**src/rtl/ifid_fetch_queue.sv**
```systemverilog
`default_nettype none
// ============================================================================
//  Module   : ifid_fetch_queue
//  Purpose  : IF/ID decoupling queue with registered ID-side output, bypass
//             on empty, and single-edge flush on taken redirects.
//  Revision : 1.0  initial release
// ============================================================================
module ifid_fetch_queue #(
  parameter int                PC_W  = 30,
  parameter int                INS_W = 32,
  parameter int                DEPTH = 4,
  parameter logic [INS_W-1:0]  NOP   = '0
) (
  input  logic                         clk,
  input  logic                         rst_n,
  input  logic                         if_valid,
  input  logic [PC_W-1:0]              if_pc_plus_4,
  input  logic [INS_W-1:0]             if_ins,
  output logic                         if_ready,
  input  logic                         id_stall,
  input  logic                         flush,
  output logic                         id_valid,
  output logic [PC_W-1:0]              id_pc_plus_4,
  output logic [INS_W-1:0]             id_ins,
  output logic [$clog2(DEPTH+1)-1:0]   count,
  output logic                         full,
  output logic                         empty
);

  localparam int                c_PW    = $clog2(DEPTH);
  localparam int                c_CW    = $clog2(DEPTH+1);
  localparam logic [c_CW-1:0]   c_DEPTH = c_CW'(DEPTH);

  logic [PC_W-1:0]   r_mem_pc  [DEPTH];
  logic [INS_W-1:0]  r_mem_ins [DEPTH];
  logic [c_PW-1:0]   r_wr_ptr;
  logic [c_PW-1:0]   r_rd_ptr;
  logic [c_CW-1:0]   r_count;
  logic              r_id_valid;
  logic [PC_W-1:0]   r_id_pc;
  logic [INS_W-1:0]  r_id_ins;

  logic              w_push_ok;
  logic              w_wr_en;
  logic              w_has_entry;

  assign w_has_entry = (r_count != '0);
  assign w_push_ok   = if_valid && if_ready && !flush;
  // The bypass path (empty queue, ID advancing) never touches storage.
  assign w_wr_en     = w_push_ok && (id_stall || w_has_entry);

  assign if_ready     = (r_count < c_DEPTH);
  assign full         = (r_count == c_DEPTH);
  assign empty        = !w_has_entry;
  assign count        = r_count;
  assign id_valid     = r_id_valid;
  assign id_pc_plus_4 = r_id_pc;
  assign id_ins       = r_id_ins;

  always_ff @(posedge clk) begin
    if (w_wr_en) begin
      r_mem_pc[r_wr_ptr]  <= if_pc_plus_4;
      r_mem_ins[r_wr_ptr] <= if_ins;
    end
  end

  always_ff @(posedge clk) begin
    if (!rst_n) begin
      r_count    <= '0;
      r_wr_ptr   <= '0;
      r_rd_ptr   <= '0;
      r_id_valid <= 1'b0;
      r_id_ins   <= NOP;
      r_id_pc    <= '0;
    end else if (flush) begin
      // Redirect target PC+4 rides along with the bubble presented to ID.
      r_count    <= '0;
      r_rd_ptr   <= r_wr_ptr;
      r_id_valid <= 1'b0;
      r_id_ins   <= NOP;
      r_id_pc    <= if_pc_plus_4;
    end else if (id_stall) begin
      if (w_push_ok) begin
        r_wr_ptr <= r_wr_ptr + 1'b1;
        r_count  <= r_count + 1'b1;
      end
    end else if (w_has_entry) begin
      r_id_valid <= 1'b1;
      r_id_pc    <= r_mem_pc[r_rd_ptr];
      r_id_ins   <= r_mem_ins[r_rd_ptr];
      r_rd_ptr   <= r_rd_ptr + 1'b1;
      if (w_push_ok) begin
        r_wr_ptr <= r_wr_ptr + 1'b1;
      end else begin
        r_count  <= r_count - 1'b1;
      end
    end else if (if_valid) begin
      r_id_valid <= 1'b1;
      r_id_pc    <= if_pc_plus_4;
      r_id_ins   <= if_ins;
    end else begin
      r_id_valid <= 1'b0;
      r_id_ins   <= NOP;
    end
  end

endmodule
`default_nettype wire

```
**config.mk**
```make
export PLATFORM = sky130hd
export DESIGN_NAME = ifid_fetch_queue
export DESIGN_NICKNAME = d
export VERILOG_FILES = /design/src/rtl/ifid_fetch_queue.sv
export SDC_FILE = /design/constraint.sdc
export NUM_CORES = 1
export LEC_CHECK = 0
export ABC_AREA = 1
export CAP_MARGIN = 20
export CORE_MARGIN = 8
export CORE_UTILIZATION = 57
export DETAILED_ROUTE_END_ITERATION = 10
export PLACE_DENSITY = 0.8
export SLEW_MARGIN = 10
export SYNTH_ARGS = -nofsm -noshare
export SYNTH_HDL_FRONTEND = slang
export SYNTH_SLANG_ARGS = --single-unit
```
**constraint.sdc**
```tcl
create_clock -name clk -period 6.6 [get_ports clk]
set_clock_uncertainty 0.2 [all_clocks]
set_input_delay 1.65 -clock clk [delete_from_list [all_inputs] [get_ports clk]]
set_output_delay 1.65 -clock clk [all_outputs]
set_load 0.005 [all_outputs]
```
## Yosys cells after proc, flatten, opt, wreduce, memory -nomap -nowiden

Memories as Yosys holds them, arrays and structs flattened. A register that Yosys moved wholly into a read port is not among the register bits.
Index checks and enable logic that the tools add are counted.

- Register bits: 70
- Bits in latches: 0
- Bits in writable memories: 248
- Memory bits (read-only): 0
- Input port bits: 67
- Word-level logic and storage cells: 58
- Memories: 2

Memories:

| memory | words | bits a word | read ports | clocked after memory_dff | write ports | RTL line | source |
|---|---|---|---|---|---|---|---|
| r_mem_ins | 4 | 32 | 1 | 1 | 1 | 35 | `logic [INS_W-1:0] r_mem_ins [DEPTH];` |
| r_mem_pc | 4 | 30 | 1 | 1 | 1 | 34 | `logic [PC_W-1:0] r_mem_pc [DEPTH];` |

- Add/sub/neg operators: 4
- Multiply operators: 0
- Div/mod/pow operators: 0
- $lt $le $gt $ge: 1
- Eq/ne operators: 4
- Shift-type cells: 0
- Muxes and demuxes: 24
- Bitwise logic cells: 2
- Reductions and logical operators: 15

Operator list:

| cell | number |
|---|---|
| two-way mux 30 bit | 4 |
| two-way mux 32 bit | 2 |
| two-way mux 2 bit | 10 |
| two-way mux 3 bit | 4 |
| AND reduction 2 bit | 3 |
| nonzero test 3 bit | 2 |
| adder 2 x 1 -> 2 bit (second input constant) | 2 |
| two-way mux 1 bit | 4 |
| != test 2 x 1 -> 1 bit (second input constant) | 2 |
| nonzero test 2 bit | 2 |
| adder 3 x 1 -> 3 bit (second input constant) | 1 |
| == test 3 bit (second input constant) | 1 |
| logical AND 1 bit | 3 |
| < comparator 3 bit (second input constant) | 1 |
| AND reduction 3 bit | 1 |
| subtractor 3 x 1 -> 3 bit (second input constant) | 1 |
| zero test 1 bit | 2 |
| != test 2 bit (second input constant) | 1 |
| inverter 1 bit | 2 |
| OR reduction 2 bit | 1 |
| logical OR 1 bit | 1 |

## Longest topological paths before layout

Gate-level depths: netlist of the first run.

- Depth in word-level cells: 6
- Gate-level depth with buffers: 10
- Depth with buffers taken out: 8

## Least setup slack after synthesis of the first run

OpenSTA, ideal clock, no wires.

- Path type: input to register
- From: input port flush
- To: memory r_mem_ins[0][0], enable pin
- Library setup time: 482 ps
- Arrival: 4851 ps
- Data required time: 5918 ps
- Slack: 1067 ps
- Cell stages on the path: 4
- Path buffers: 1
- Cell sequence: buf_6 > nor3_1 > o21ai_1 > nor2_1

- Longest elaborated chain between the ends: 5

RTL lines:

| item | RTL line | source |
|---|---|---|
| start: declaration | 21 | `input logic flush,` |
| zero test 1 bit | 48 | `assign w_push_ok = if_valid && if_ready && !flush;` |
| logical AND 1 bit | 48 |  |
| logical AND 1 bit | 50 | `assign w_wr_en = w_push_ok && (id_stall \|\| w_has_entry);` |
| two-way mux 1 bit | 61 | `if (w_wr_en) begin` |
| two-way mux 1 bit (implied by the code) | 63 | `r_mem_ins[r_wr_ptr] <= if_ins;` |
| end: declaration | 35 |  |

Every way passes these cells.

## Worst setup path in the final report of the first run

- From: register r_count[1] (netlist: count[1])
- To: output port empty

- Longest elaborated chain between the ends: 2

RTL lines:

| item | RTL line | source |
|---|---|---|
| start: declaration | 38 | `logic [c_CW-1:0] r_count;` |
| start signal: assignment | 85 | `r_count <= r_count + 1'b1;` |
| start signal: assignment | 95 | `r_count <= r_count - 1'b1;` |
| nonzero test 3 bit | 47 | `assign w_has_entry = (r_count != '0);` |
| zero test 1 bit | 54 | `assign empty = !w_has_entry;` |
| end: declaration | 27 | `output logic empty` |

Every way passes these cells.

==> flow_summary.ini, run 1 <==
[timing]
post-route-period-util_pct = 73.56
finalSetupViolCount = 0
holdWs_ns = 0.2621
slew_violations = 0
tightestPinTransition_ns = 1.044
period_needed_ns = 4.855
rsz0062_at_grt = no
fmax_mhz = 206.0
hold_viol_final = 0
finalSetupTns_ns = 0
slew_headroom_pct = 29.95
fin_ws_ns = 1.745

[critical_path]
critPathRequiredTime_ns = 4.75
worstPathArrival_ns = 3.00
crit_slowest_cell = inv_2
start_kind = flop
timing.rr.start = count[1]$_SDFFE_PP0P_
ff2ff_path_depth = 8
r2r_slack_ns = 3.67
crit_path_end_kind = output port
cp_top_family = buffers and inverters
r2r_end = id_pc_plus_4[27]$_SDFFE_PN0P_
max_stage_delay_ns = 0.74
crit_fanout = 34
path_cells = nor2_1 > nand2_2 > inv_2 > clkdlybuf4s50_1
worstSetupPathType = flop to output port
crit_buf_inv = 2

[synthesis]
synth_area_mm2 = 0.01303
seq_area_frac_synth_pct = 68.22
synth_top_area_share_pct = 57.16
yosysWarnings = 0
synth_top_cell_by_area = edfxtp_1
netlist_instances = 1277
ys_ff_latch = 320
avgSynthCellArea_um2 = 10.20
synth_nets = 1349
yosys.cell_types.count = 25
synthTopCellsByArea = edfxtp_1 (57%), nand2_1 (12%), dfxtp_1 (11%)

[drt]
drc = 0
vias_per_cell = 5.502
wl_per_cell_um = 17.88
vias = 9315
dr.pass1.iters = 5
ant_nets = 0
drt_iter0_drc = 822
wl_mm = 30.28

[finish]
multi_input_area_mm2 = 0.003616
diodes = 0
seq_area_mm2 = 0.008894
area_growth_syn_to_layout_pct = 19.17
finalInstanceArea_mm2 = 0.01553
layout_common_cells = nand2_1 (400), edfxtp_1 (248), nor2_1 (203), clkdlybuf4s50_1 (135), a21oi_1 (96)
layout_commonest_cell = nand2_1
drive_gt1_share_pct = 5.611
fillers = 1612
num-nets-final = 1456

[clock_network]
clk_pin_slew_ns = 0.07
cts_tree = yes
clk_path_buf_depth = 3
root_buffer = clkbuf_16
post_cts_buffers = 0
insertion_delay_ns = 0.55
cts_made_buffers = 30
cts.repair.resized = 0
ctsHtreeMaxLevel = 1
cts_sinks = 320
ctsHoldBuffers = 0

[worst_hold_path]
min_to = id_pc_plus_4[28]$_SDFFE_PN0P_
hold_class = flop to flop
min_delay_path_depth = 2
hold_start = id_pc_plus_4[28]$_SDFFE_PN0P_

[place]
portBuffers = 135
dp_slack_ns = 1.625
place_hpwl_mm = 17.73
gp_congestion = 0.7703
postPlaceCellArea_mm2 = 0.01447

[global_routing]
grt_pass1_wl_mm = 47.49
grt_pass1_vias = 9291
grt_max_degree = 91
grt_usage_pct = 20.78
grt.overflow.total = 0
antenna_found_initial = 0

[pwr]
p_int_mw = 3.320
leakage_nw = 5.828
pwr_density_cell_mw_per_mm2 = 277.7
peakVddDrop_mv = 0.2093
seqPwrFrac_pct = 52.0
p_comb_share_pct = 8.9
clock_power_share_pct = 39.1
power_switching_uw = 991.8
swShare_pct = 23.00

[die]
fp.dieW_um = 167.2
core_area_mm2 = 0.02257
die_y_um = 167.2
die_area_mm2 = 0.02795
io_pins = 136
rows = 55
start_util_pct = 57.72

[flow_run]
maxCapViolCount = 0

[outcome]
outcome = finished, final reports clean
-- worst min-delay path: stages, from the launching register on --
cell	delay [ns]
dfxtp_1	0.31
nand2_1	0.06
a21oi_1	0.05
-- power by group through the flow --
| stage | combinational [mW] | clock, mW | sequential [mW] |
|---|---|---|---|
| final | 0.384 | 1.68 | 2.24 |
| after global routing | 0.422 | 1.77 | 2.25 |
| after CTS | 0.377 | 1.70 | 2.24 |
| after detailed placement | 0.373 | 0 | 2.29 |
| after global placement | 0.361 | 0 | 2.28 |
| after floorplan | 0.212 | 0 | 2.28 |
-- registers in the layout, summed over array words and instances (netlist names), named ones only --
register and count:
r_mem_pc 120, id_pc_plus_4 30, r_mem_ins 128, r_wr_ptr 2
id_ins 32, count 3, r_rd_ptr 2, id_valid 1
-- cells in the mapped netlist --
library cell / n
inv_4: 1
ha_1: 4
nand3b_1: 1
fa_1: 1
inv_2: 4
a31oi_1: 2
buf_2: 29
buf_4: 11
nand2_1: 401
buf_1: 1
nand2_2: 1
edfxtp_1: 248
nand3_1: 66
nor3_1: 2
o21ai_0: 61
xnor2_1: 1
nor2_1: 207
a21oi_1: 96
nor2_2: 2
o21ai_1: 10
inv_1: 21
clkbuf_1: 21
buf_6: 13
dfxtp_1: 72
o21a_1: 1
-- worst max path at each step --
stage / start / to / slack, ns / depth (start not counted)
floorplan: flush / r_mem_ins[0][0]$_DFFE_PP_ / 1.07 / 4
global route: count[1]$_SDFFE_PP0P_ / empty / 1.66 / 4
finish: count[1]$_SDFFE_PP0P_ / empty / 1.75 / 4
global placement: id_stall / r_mem_ins[1][28]$_DFFE_PP_ / 1.66 / 4
CTS: count[1]$_SDFFE_PP0P_ / empty / 1.85 / 4
detailed placement: id_stall / r_mem_pc[1][8]$_DFFE_PP_ / 1.63 / 4
-- per-stage QoR --
stage | power [mW] | instances | utilization (%)
2_1_floorplan | 2.494 | 1277 | -
3_3_place_gp | 2.646 | 1633 | 63.96
3_5_place_dp | 2.659 | 1634 | 64.09
4_1_cts | 4.323 | 1690 | 68.42
5_1_grt | 4.441 | 1693 | 68.79
6_report | 4.311 | 1693 | 68.79
-- layout make-up --
type                    count  area share, %
clock inverters            15         0.8059
repair buffers            150          10.19
multi-input cells         856          23.29
clock buffers              41          5.496
flip-flops and latches    320          57.28
well taps                 285          2.297
inverters                  26         0.6447
-- cell families after synthesis --
family,Yosys count,share of synthesized area (%)
compound gates,170,6.569
buf+inv,101,4.274
xor+xnor,1,0.06724
fa+ha+maj,5,0.5378
flops,320,68.22
simple gates,680,20.33
-- metal layers --
layer  track usage, %  share of wire, %  up-vias
met2            36.46                49      404
met4            5.978               2.3        0
li1                 -                 -     4481
met3            3.880               8.8       54
met1            25.95                40     4376
met5                0                 0        -
No activity file was read; power rests on OpenSTA's default activity.
==> run 2: changes to the inputs <==
CORE_UTILIZATION = 51   (was 57)
PLACE_DENSITY = 0.76   (was 0.8)
clock period = 3.9 ns   (was 6.6 ns; I/O delays follow)
==> run 2 against run 1 <==
Clock power rose by 87%. Global-route usage is 1.5 points lower. Clock-buffer cell count grew 7. Worst hold slack better by 0.00080 ns. Die area grew 11%. First-iteration DRC count down 4.4%. Final cell count grew 3.4%. Utilization shrank 6.0 points. Sequential power increased by 70%. Via count barely moved.
==> flow_summary.ini, run 2 (synthesized netlist as in run 1, its figures left out) <==
[outcome]
outcome = finished, final reports clean

[critical_path]
critPathRequiredTime_ns = 2.72
cp_top_family = buffers and inverters
worstSetupPathType = flop to output port
crit_buf_inv = 4
worstPathArrival_ns = 2.15
path_cells = inv_2 > nand2_2 > buf_4 > inv_2 > clkdlybuf4s50_1
crit_fanout = 30
crit_top_cell = inv_2
crit_slowest_cell = dfxtp_1
crit_path_end_kind = output port
max_stage_delay_ns = 0.48
start_kind = flop

[timing]
tightestPinTransition_ns = 1.092
holdWs_ns = 0.2629
finalSetupViolCount = 0
fin_ws_ns = 0.5742
post-route-period-util_pct = 85.28
hold_viol_final = 0
period_needed_ns = 3.326
fmax_mhz = 300.7
finalSetupTns_ns = 0
slew_headroom_pct = 27.08
rsz0062_at_grt = no
slew_violations = 0

[finish]
drive_gt1_share_pct = 6.056
top_register = r_mem_ins
diodes = 0
multi_input_area_mm2 = 0.003616
seq_area_mm2 = 0.008894
area_growth_syn_to_layout_pct = 21.08
fillers = 1919
layout_common_cells = nand2_1 (400), edfxtp_1 (248), nor2_1 (203), clkdlybuf4s50_1 (135), a21oi_1 (96)
largest_reg_flops = 128
num-nets-final = 1468
layout_commonest_cell = nand2_1

[clock_network]
cts.repair.resized = 0
cts_made_buffers = 34
root_buffer = clkbuf_16
ctsHoldBuffers = 0
cts_tree = yes
clk_path_buf_depth = 3
post_cts_buffers = 0
cts_sinks = 320
clk_pin_slew_ns = 0.06
insertion_delay_ns = 0.51
ctsHtreeMaxLevel = 2

[global_routing]
grt_pass1_vias = 9224
grt.overflow.total = 0
grt_max_degree = 123
grt_pass1_wl_mm = 47.59
grt_usage_pct = 19.26
antenna_found_initial = 0

[pwr]
power_switching_mw = 1.672
pwr_density_cell_mw_per_mm2 = 481.3
leakage_nw = 5.925
p_int_mw = 5.921
swShare_pct = 22.01
p_total_mw = 7.593
seqPwrFrac_pct = 50.0
clock_power_share_pct = 41.4
p_comb_share_pct = 8.6
peakVddDrop_mv = 0.3107

[die]
io_pins = 136
core_area_mm2 = 0.02511
fp.dieW_um = 175.8
start_util_pct = 51.89
die_area_mm2 = 0.03092
die_y_um = 175.8
rows = 58

[drt]
drt_iter0_drc = 786
vias_per_cell = 5.318
drc = 0
vias = 9307
ant_nets = 0
wl_mm = 30.36
dr.pass1.iters = 5
wl_per_cell_um = 17.35

[place]
dp_slack_ns = 0.2925
place_hpwl_mm = 18.17
portBuffers = 135
gp_congestion = 0.7879

[worst_hold_path]
hold_class = flop to flop

[flow_run]
maxCapViolCount = 0
==> run 2: cell types whose count changed in the layout (fill, tap and decap cells not counted), moves of 3 or more <==
| cell | change |
|---|---|
| buf_4 | +6 |
| clkbuf_1 | +4 |
| clkbuf_16 | +4 |
| buf_12 | +3 |
| clkinv_4 | -3 |
==> run 2: tightest hold or removal path, stage by stage (launching register included) <==
cell	delay (ns)
dfxtp_1	0.30
nand2_1	0.06
a21oi_1	0.05
==> run 2: power groups by stage <==
stage	clock network, mW	logic, mW	registers (mW)
CTS	3.19	0.648	3.80
global placement	0	0.623	3.87
finish	3.14	0.652	3.80
detailed placement	0	0.642	3.87
global route	3.32	0.720	3.80
floorplan	0	0.358	3.86
==> run 2: worst paths after layout <==
check | startpoint | to | slack [ns] | cells past startpoint
setup / recovery | count[2]$_SDFFE_PP0P_ | empty | 0.57 | 5
hold / removal | id_pc_plus_4[27]$_SDFFE_PN0P_ | id_pc_plus_4[27]$_SDFFE_PN0P_ | 0.26 | 2
hold reg to reg | id_pc_plus_4[27]$_SDFFE_PN0P_ | id_pc_plus_4[27]$_SDFFE_PN0P_ | 0.26 | 2
setup reg to reg | count[2]$_SDFFE_PP0P_ | id_pc_plus_4[22]$_SDFFE_PN0P_ | 1.29 | 10
==> run 2: final cells by class <==
| class | instances | share of cell area (%) |
|---|---|---|
| Clock inverter | 12 | 0.8804 |
| Clock buffer | 48 | 6.052 |
| Sequential cell | 320 | 56.38 |
| Multi-Input combinational cell | 856 | 22.92 |
| Tap cell | 330 | 2.617 |
| Inverter | 26 | 0.6345 |
| Timing Repair Buffer | 158 | 10.52 |
==> run 2: through the flow <==
step,utilization (%),area [um^2],cells
after floorplan,-,13030,1277
after global placement,58.14,14600,1687
after detailed placement,58.25,14630,1688
after CTS,62.61,15720,1748
after global routing,62.83,15780,1750
final,62.83,15780,1750
==> run 2: layer usage <==
layer,GRT usage [%],vias to the layer above,part of all wire (%)
met4,6.994,0,2.3
li1,-,4505,-
met1,24.27,4393,42
met3,4.295,52,7.4
met5,0,-,0
met2,32.18,357,48
==> run 3: changes to the inputs <==
CORE_ASPECT_RATIO = 0.6   (was not set)
==> run 3 against run 2 <==
Final cell count decreased by 0.29%. First-iteration DRC count up 16%. Non-clock buffer count up 3. Die area rose by 0.55%. Combinational power is essentially flat. Maximum frequency rose by 4.7%. Sequential share of layout area grew 0.65 points. Via count rose by 0.39%. Register-to-register slack better by 0.15 ns. Clock-buffer cell count is 16 lower. Critical path type unchanged.
==> flow_summary.ini, run 3 (synthesized netlist as in run 1, its figures left out) <==
[outcome]
outcome = finished, final reports clean

[timing]
fmax_mhz = 314.8
finalSetupTns_ns = 0
slew_headroom_pct = 29.74
period_needed_ns = 3.177
finalSetupViolCount = 0
rsz0062_at_grt = no
hold_viol_final = 0
tightestPinTransition_ns = 1.054
slew_violations = 0
fin_ws_ns = 0.7229
post-route-period-util_pct = 81.46

[global_routing]
grt_usage_pct = 19.55
grt_pass1_vias = 9012
grt_pass1_wl_mm = 49.58
antenna_found_initial = 1
grt_max_degree = 99
grt.overflow.total = 0

[clock_network]
ctsHoldBuffers = 0
clk_path_buf_depth = 3
clk_pin_slew_ns = 0.06
cts_sinks = 320
insertion_delay_ns = 0.53
cts.repair.resized = 0
ctsHtreeMaxLevel = 1
root_buffer = clkbuf_16
post_cts_buffers = 0
cts_made_buffers = 29
cts_tree = yes

[finish]
instances_no_fill = 1745
diodes = 0
seq_area_mm2 = 0.008894
top_register = r_mem_ins
multi_input_area_mm2 = 0.003616
area_growth_syn_to_layout_pct = 19.71
fin_util_pct = 61.97
fillers = 1945
layout_common_cells = nand2_1 (400), edfxtp_1 (248), nor2_1 (203), clkdlybuf4s50_1 (134), a21oi_1 (96)
num-nets-final = 1466
largest_reg_flops = 128
layout_commonest_cell = nand2_1
drive_gt1_share_pct = 6.073

[critical_path]
worstSetupPathType = flop to output port
worstPathArrival_ns = 2.00
r2r_end = id_ins[22]$_SDFFE_PP0N_
r2r_slack_ns = 1.44
critPathRequiredTime_ns = 2.72
crit_fanout = 11
crit_path_end_kind = output port
ff2ff_path_depth = 7
start_kind = flop

[die]
start_util_pct = 51.77
core_area_mm2 = 0.02517
fp.dieW_um = 222.3
die_area_mm2 = 0.03108
die_y_um = 139.8
rows = 45
io_pins = 136

[drt]
ant_nets = 0
dr.pass1.iters = 6
vias_per_cell = 5.354
drc = 0
wl_per_cell_um = 18.06
drt_iter0_drc = 911
vias = 9343
wl_mm = 31.51

[worst_hold_path]
min_delay_path_depth = 2
min_to = id_pc_plus_4[27]$_SDFFE_PN0P_
hold_start = id_pc_plus_4[27]$_SDFFE_PN0P_
hold_class = flop to flop

[place]
dp_cells = 1691
dp_slack_ns = 0.5208
place_hpwl_mm = 19.14
portBuffers = 135
gp_congestion = 0.7801

[pwr]
pwr_density_cell_mw_per_mm2 = 468.0
peakVddDrop_mv = 0.2710
leakage_nw = 5.856

[flow_run]
maxCapViolCount = 0
## run 3: cell types whose count changed in the layout (fill, tap and decap cells not counted), moves of 4 or more
cell / delta
buf_4: +6
clkbuf_1: -8
clkbuf_16: -6
clkinv_1: +4
## run 3: report_power, final
| part | switching (mW) | total [mW] | internal [mW] |
|---|---|---|---|
| Clock | 1.21 | 2.85 | 1.64 |
| Combinational | 0.396 | 0.653 | 0.257 |
| Sequential | 0.0431 | 3.80 | 3.75 |
## run 3: metrics by stage
stage          instance area [um^2]  total power, mW  hold WS, ns
2_1_floorplan                 13030            4.221       0.2598
3_3_place_gp                  14600            4.494       0.2542
3_5_place_dp                  14620            4.515       0.2582
4_1_cts                       15570            7.331       0.2678
5_1_grt                       15600            7.549       0.2827
6_report                      15600            7.299       0.2632
## run 3: worst max path at each step
stage                          start                   endpoint  depth (start not counted)
6_report       count[1]$_SDFFE_PP0P_                      empty                          4
5_1_grt        count[1]$_SDFFE_PP0P_                      empty                          4
4_1_cts        count[1]$_SDFFE_PP0P_                      empty                          4
3_5_place_dp                if_valid  r_mem_pc[3][21]$_DFFE_PP_                          6
3_3_place_gp                if_valid  r_mem_pc[3][25]$_DFFE_PP_                          6
2_1_floorplan                  flush  r_mem_ins[0][0]$_DFFE_PP_                          4
## run 3: final cells by class
cell class / count / area share (%)
flip-flops and latches: 320 / 57.02
multi-input cells: 856 / 23.18
repair buffers: 161 / 10.41
clock buffers: 32 / 4.789
well taps: 329 / 2.639
clock inverters: 21 / 1.308
inverters: 26 / 0.6418
## run 3: worst max-delay path, cell delays in order, from the launching register on
cell	delay (ns)
dfxtp_1	0.36
nor2_1	0.21
nand2_2	0.26
inv_2	0.12
clkdlybuf4s50_1	0.52
## run 3: per-layer routing
metal / vias up / GRT usage, % / part of all wire (%)
met1: 4454 / 27.87 / 46
met2: 352 / 30.82 / 45
met4: 2 / 3.591 / 1.1
li1: 4498 / - / -
met3: 37 / 4.259 / 8.0
met5: - / 0 / 0.041
